==> src/rtl/fp_sub_seq.sv <==
// rtl/fp_sub_seq.sv - multi-cycle binary32 subtractor (A - B); FP_SUB_RNE_EN selects round-to-nearest-even, else truncation
module fp_sub_seq #(
  parameter int XLEN      = 32,
  parameter int ALIGN_CAP = 26
) (
  input  logic            clk,
  input  logic            rst,
  input  logic            in_valid,
  output logic            in_ready,
  input  logic [XLEN-1:0] A,
  input  logic [XLEN-1:0] B,
  output logic            out_valid,
  input  logic            out_ready,
  output logic [XLEN-1:0] result,
  output logic            overflow,
  output logic            underflow,
  output logic            exception,
  output logic            busy
);

  typedef enum logic [2:0] {S_IDLE, S_UNPACK, S_ALIGN, S_ADD, S_NORM, S_PACK, S_DONE} state_t;

  state_t             state;
  logic [31:0]        a_r, b_r;
  logic               sx, eff_sub;
  logic signed [9:0]  ex;
  logic [27:0]        mx;        // {carry, hidden, 23-bit fraction, G, R, S}
  logic [26:0]        my;        // {hidden, 23-bit fraction, G, R, S}
  logic [4:0]         align_cnt;

  assign in_ready = (state == S_IDLE);
  assign busy     = (state != S_IDLE);

  // Operand classification and magnitude ordering for the UNPACK step
  logic        a_s, b_ns, a_zero, b_zero, a_inf, b_inf, a_nan, b_nan, a_ge;
  logic [7:0]  x_e, y_e, diff;
  logic [22:0] x_m, y_m;
  always_comb begin
    a_s    = a_r[31];
    b_ns   = ~b_r[31];
    a_zero = (a_r[30:23] == 8'h00);
    b_zero = (b_r[30:23] == 8'h00);
    a_inf  = (a_r[30:23] == 8'hFF) && (a_r[22:0] == 23'h0);
    b_inf  = (b_r[30:23] == 8'hFF) && (b_r[22:0] == 23'h0);
    a_nan  = (a_r[30:23] == 8'hFF) && (a_r[22:0] != 23'h0);
    b_nan  = (b_r[30:23] == 8'hFF) && (b_r[22:0] != 23'h0);
    a_ge   = (a_r[30:0] >= b_r[30:0]);
    x_e    = a_ge ? a_r[30:23] : b_r[30:23];
    y_e    = a_ge ? b_r[30:23] : a_r[30:23];
    x_m    = a_ge ? a_r[22:0]  : b_r[22:0];
    y_m    = a_ge ? b_r[22:0]  : a_r[22:0];
    diff   = x_e - y_e;
  end

  // Mantissa add/subtract; X is never smaller than Y so subtraction cannot go negative
  logic [27:0] sum_c;
  always_comb begin
    sum_c = eff_sub ? (mx - {1'b0, my}) : (mx + {1'b0, my});
  end

  // Rounding and final exponent for PACK
  logic              round_up;
  logic [24:0]       rounded;
  logic signed [9:0] exp_f;
  logic [22:0]       frac_f;
  always_comb begin
`ifdef FP_SUB_RNE_EN
    round_up = mx[2] & (mx[1] | mx[0] | mx[3]);
`else
    round_up = 1'b0;
`endif
    rounded = {1'b0, 1'b1, mx[25:3]} + {24'h0, round_up};
    exp_f   = ex + $signed({9'h0, rounded[24]});
    frac_f  = rounded[24] ? rounded[23:1] : rounded[22:0];
  end

  // Control FSM with registered result and flags
  always_ff @(posedge clk) begin
    if (rst) begin
      state     <= S_IDLE;
      out_valid <= 1'b0;
      result    <= '0;
      overflow  <= 1'b0;
      underflow <= 1'b0;
      exception <= 1'b0;
      a_r       <= '0;
      b_r       <= '0;
      sx        <= 1'b0;
      eff_sub   <= 1'b0;
      ex        <= '0;
      mx        <= '0;
      my        <= '0;
      align_cnt <= '0;
    end else begin
      case (state)
        S_IDLE: begin
          if (in_valid) begin
            a_r       <= A;
            b_r       <= B;
            overflow  <= 1'b0;
            underflow <= 1'b0;
            exception <= 1'b0;
            state     <= S_UNPACK;
          end
        end
        S_UNPACK: begin
          if (a_nan || b_nan || (a_inf && b_inf && (a_s == b_r[31]))) begin
            result    <= 32'h7FC0_0000;
            exception <= 1'b1;
            out_valid <= 1'b1;
            state     <= S_DONE;
          end else if (a_inf || b_inf || a_zero || b_zero) begin
            if (a_inf)                result <= a_r;
            else if (b_inf)           result <= {b_ns, b_r[30:0]};
            else if (a_zero && b_zero) result <= {a_s & b_ns, 31'h0};
            else if (a_zero)          result <= {b_ns, b_r[30:0]};
            else                      result <= a_r;
            out_valid <= 1'b1;
            state     <= S_DONE;
          end else begin
            sx        <= a_ge ? a_s : b_ns;
            eff_sub   <= (a_s != b_ns);
            ex        <= $signed({2'b00, x_e});
            mx        <= {2'b01, x_m, 3'b000};
            my        <= {1'b1, y_m, 3'b000};
            align_cnt <= (diff >= 8'(ALIGN_CAP)) ? 5'(ALIGN_CAP) : diff[4:0];
            state     <= S_ALIGN;
          end
        end
        S_ALIGN: begin
          if (align_cnt != 5'd0) begin
            my        <= {1'b0, my[26:2], my[1] | my[0]};
            align_cnt <= align_cnt - 5'd1;
          end
          if (align_cnt <= 5'd1) state <= S_ADD;
        end
        S_ADD: begin
          if (sum_c == 28'h0) begin
            result    <= 32'h0000_0000;
            out_valid <= 1'b1;
            state     <= S_DONE;
          end else begin
            mx    <= sum_c;
            state <= (sum_c[27] || !sum_c[26]) ? S_NORM : S_PACK;
          end
        end
        S_NORM: begin
          if (mx[27]) begin
            mx    <= {1'b0, mx[27:2], mx[1] | mx[0]};
            ex    <= ex + 10'sd1;
            state <= S_PACK;
          end else begin
            mx <= {mx[26:0], 1'b0};
            ex <= ex - 10'sd1;
            if (mx[25] || ex <= 10'sd1) state <= S_PACK;
          end
        end
        S_PACK: begin
          if (exp_f >= 10'sd255) begin
            result   <= {sx, 8'hFF, 23'h0};
            overflow <= 1'b1;
          end else if (exp_f <= 10'sd0) begin
            result    <= {sx, 31'h0};
            underflow <= 1'b1;
          end else begin
            result <= {sx, exp_f[7:0], frac_f};
          end
          out_valid <= 1'b1;
          state     <= S_DONE;
        end
        S_DONE: begin
          if (out_ready) begin
            out_valid <= 1'b0;
            state     <= S_IDLE;
          end
        end
        default: state <= S_IDLE;
      endcase
    end
  end

endmodule

==> config.mk <==
export PLATFORM = sky130hd
export DESIGN_NAME = fp_sub_seq
export DESIGN_NICKNAME = d
export VERILOG_FILES = /design/src/rtl/fp_sub_seq.sv
export SDC_FILE = /design/constraint.sdc
export NUM_CORES = 1
export LEC_CHECK = 0
export BUFFER_PORTS_ARGS = -buffer_cell sky130_fd_sc_hd__clkbuf_2
export CAP_MARGIN = 5
export CORE_MARGIN = 2
export CORE_UTILIZATION = 50
export CTS_CLUSTER_DIAMETER = 80
export CTS_CLUSTER_SIZE = 8
export DETAILED_ROUTE_END_ITERATION = 10
export GPL_ROUTABILITY_DRIVEN = 0
export PLACE_DENSITY_LB_ADDON = 0.1
export SLEW_MARGIN = 20
export SYNTH_ARGS = -nofsm -noshare
export SYNTH_HDL_FRONTEND = slang
export SYNTH_SLANG_ARGS = --single-unit
==> constraint.sdc <==
create_clock -name clk -period 5 [get_ports clk]
set_clock_uncertainty 0.2 [all_clocks]
set_input_delay 1 -clock clk [delete_from_list [all_inputs] [get_ports clk]]
set_output_delay 1 -clock clk [all_outputs]
set_load 0.01 [all_outputs]
==> qor.csv <==
stage,metric,value,unit
status,outcome,finished with violations,
status,violations,negative setup slack,
global_route,globalRouteMet1Util,44.62,%
synth,synth_area_leaders,"dfxtp_1 28%, nand2_1 8.7%, a21oi_1 8.6%",
timing,fin_crit_sh,102.3,%
synth,syn_nets,1811,
timing,layout_setup_ws,-114.3,ps
global_route,antenna_found_initial,0,
global_route,grt_pass1_vias,11640,
global_route,grt_max_degree,117,
global_route,top_usage_layer,met1,
synth,netlist_instances,1675,
critical_path,worstPathRequired,5160,ps
clock_network,clkLatencyLatePin,450,ps
synth,yosysTopAreaCellShare,28.27,%
synth,yosysTopAreaCell,dfxtp_1,
timing,finalHoldViolations,0,
critical_path,r2r_end,mx[18],
synth,netlist_area,0.01239,mm^2
clock_network,cts_hold_buf,0,
timing,min_period,5114,ps
worst_hold_path,hold_class,reg2reg,
finish,layout_commonest_cell,nand2_1,
die,rows,57,
synth,yosysSeqAreaShare,28.27,%
global_route,grt_util_met3,6.009,%
global_route,met2_usage,44.33,%
synth,synth_warnings,0,
critical_path,worstSetupEndpointType,flip-flop,
global_route,grt_pass1_wl,62900,um
critical_path,critical_path_class,reg2reg,
routing,initialDrtViolationCount,1283,
synth,syn_area_per_cell,7.397,um^2
timing,tightest_slew,1016,ps
critical_path,critPathLaunch,my[8],
critical_path,crit_path_start_kind,flip-flop,
job,cap_violations,0,
finish,fin_nets,1903,
die,start_util,50.95,%
die,dieArea,0.02606,mm^2
finish,n_antenna_cell,0,
die,io_pins,106,
timing,timing.hold.ws,269.8,ps
routing,drt-total-wl,41240,um
synth,ys_ff_latch,175,
routing,routedWlPerCell,19.60,um
critical_path,r2r_slack,-110,ps
timing,fmax,195.5,MHz
critical_path,crit_fanout,9,
critical_path,cp_data_arrival_time,5270,ps
synth,synth_edf_count,0,
clock_network,cts_tree,built,
placed_design,hpwlAfterDp,29550,um
die,die_w,161.4,um
critical_path,crit_end,mx[18],
finish,final_cell_mix,"283 x nand2_1, 202 x a21oi_1, 173 x dfxtp_1, 142 x nor2_1, 104 x clkbuf_2",
finish,area_delta_synth_final,16.46,%
timing,drv_slew,0,
timing,setup_viol,40,
clock_network,cts_sinks,175,
clock_network,cts-buffers-inserted,17,
clock_network,clk_path_buf_depth,2,
die,core_area,0.02432,mm^2
critical_path,reg2regPathDepth,21,
synth,synthFlopType,dfxtp_1,
routing,postRouteAntennaNets,0,
synth,synth.distinct_cells,68,
global_route,grt.overflow.total,0,
timing,rsz0062_at_grt,true,
routing,drc,0,
timing,slew_headroom,32.24,%
placed_design,io_buffers,105,
routing,firstDrtPassIters,6,
die,die_h,161.4,um
routing,vias,12750,
clock_network,cts-root-buf,clkbuf_16,
global_route,grtUsageTotal,30.45,%
synth,ys_async_sr_fraction,0,%
routing,via_per_inst,6.059,
clock_network,htree_levels,4,
finish,drive_above_1_share,17.53,%
finish,n_fill_cell,2297,
clock_network,clk_pin_slew,80,ps
critical_path,worstReg2RegStart,my[8],
[per-layer routing]
layer	share of wire [%]	vias to the layer above
li1	-	6172
met1	46	5936
met2	42	557
met3	8.9	83
met4	2.8	0
met5	0	-
[through the flow]
stage	TNS [ps]	setup WS (ps)	util, %	std cells	area, um^2
after global routing	-13970	-340.2	59.34	2104	14430
after CTS	-147.6	-31.34	57.78	2091	14050
final	-1807	-114.3	59.34	2104	14430
after floorplan	0	17.02	-	1675	12390
after detailed placement	-4909	-155.3	54.89	2052	13350
after global placement	-117.6	-53.29	54.89	2052	13350
[cell usage after synthesis (15+ instances only)]
cell      count
mux2i_1      81
nand3_1      18
nor2_1      153
a211oi_1     17
xnor2_1      42
nor4_1       23
ha_1         67
a21o_1       18
nand2_1     286
inv_1        61
nand2b_1     16
nor3_1       56
dfxtp_1     175
a211oi_2     17
o21ai_0      65
o211ai_1     54
mux2_2       15
o22ai_1      20
a21oi_1     213
nand4_1      17
clkbuf_1     90
[flip-flops by register name (all words and copies together) (netlist names)]
signal     cells
overflow       1
my            27
underflow      1
result        32
out_valid      1
eff_sub        1
exception      1
b_r           32
align_cnt      5
a_r           32
sx             1
state          3
ex            10
mx            28
[cell type report]
class	instances	area (um^2)	share of cell area [%]
Multi-Input combinational cell	1332	8477	58.74
Sequential cell	175	3506	24.30
Timing Repair Buffer	180	1252	8.679
Clock buffer	18	439.2	3.043
Tap cell	324	405.4	2.809
Inverter	61	229.0	1.587
Clock inverter	14	121.4	0.8411
[logic make-up after synthesis]
kind of cell / share of synthesized area, %
adders and majority gates: 6.927
AOI/OAI and AO/OA: 24.67
muxes: 7.907
xor gates and xnor gates: 3.817
and+or+nand+nor: 22.89
DFF: 28.27
buffers and inverters: 5.513
[how the worst min path moves through the flow]
stage / from / endpoint / slack, ps / cells past startpoint
floorplan: b_r[31] / b_r[31] / 240 / 2
global placement: result[30] / result[30] / 240 / 2
detailed placement: result[30] / result[30] / 250 / 2
CTS: result[30] / result[30] / 260 / 2
global route: result[25] / result[25] / 300 / 2
finish: result[25] / result[25] / 270 / 2
[critical path: stages (launching register included)]
cell       delay [ps]
dfxtp_2           330
or4_4             540
or3_4             400
nor4_4            280
buf_6             170
a21oi_4            60
xnor2_1           150
ha_1              380
o21a_1            230
nor2_2            160
o31ai_1           120
a21oi_2           180
buf_4             150
a21oi_2            60
or4_4             490
nand4_4           140
nor2_4             70
a21oi_4           320
buf_4             200
clkbuf_16         150
nor2_1             50
a211oi_2          200
[timing repair]
action | in CTS | in global routing
pin swaps | 3 | 35
endpoints found under the setup margin | 61 | 63
cloned | 2 | 4
gates resized for setup | 11 | 55
buffers inserted | 5 | 12
Power is left out: the tool's default activity adds up to more than one toggle a clock period on the data nets, which glitch-free logic cannot reach.
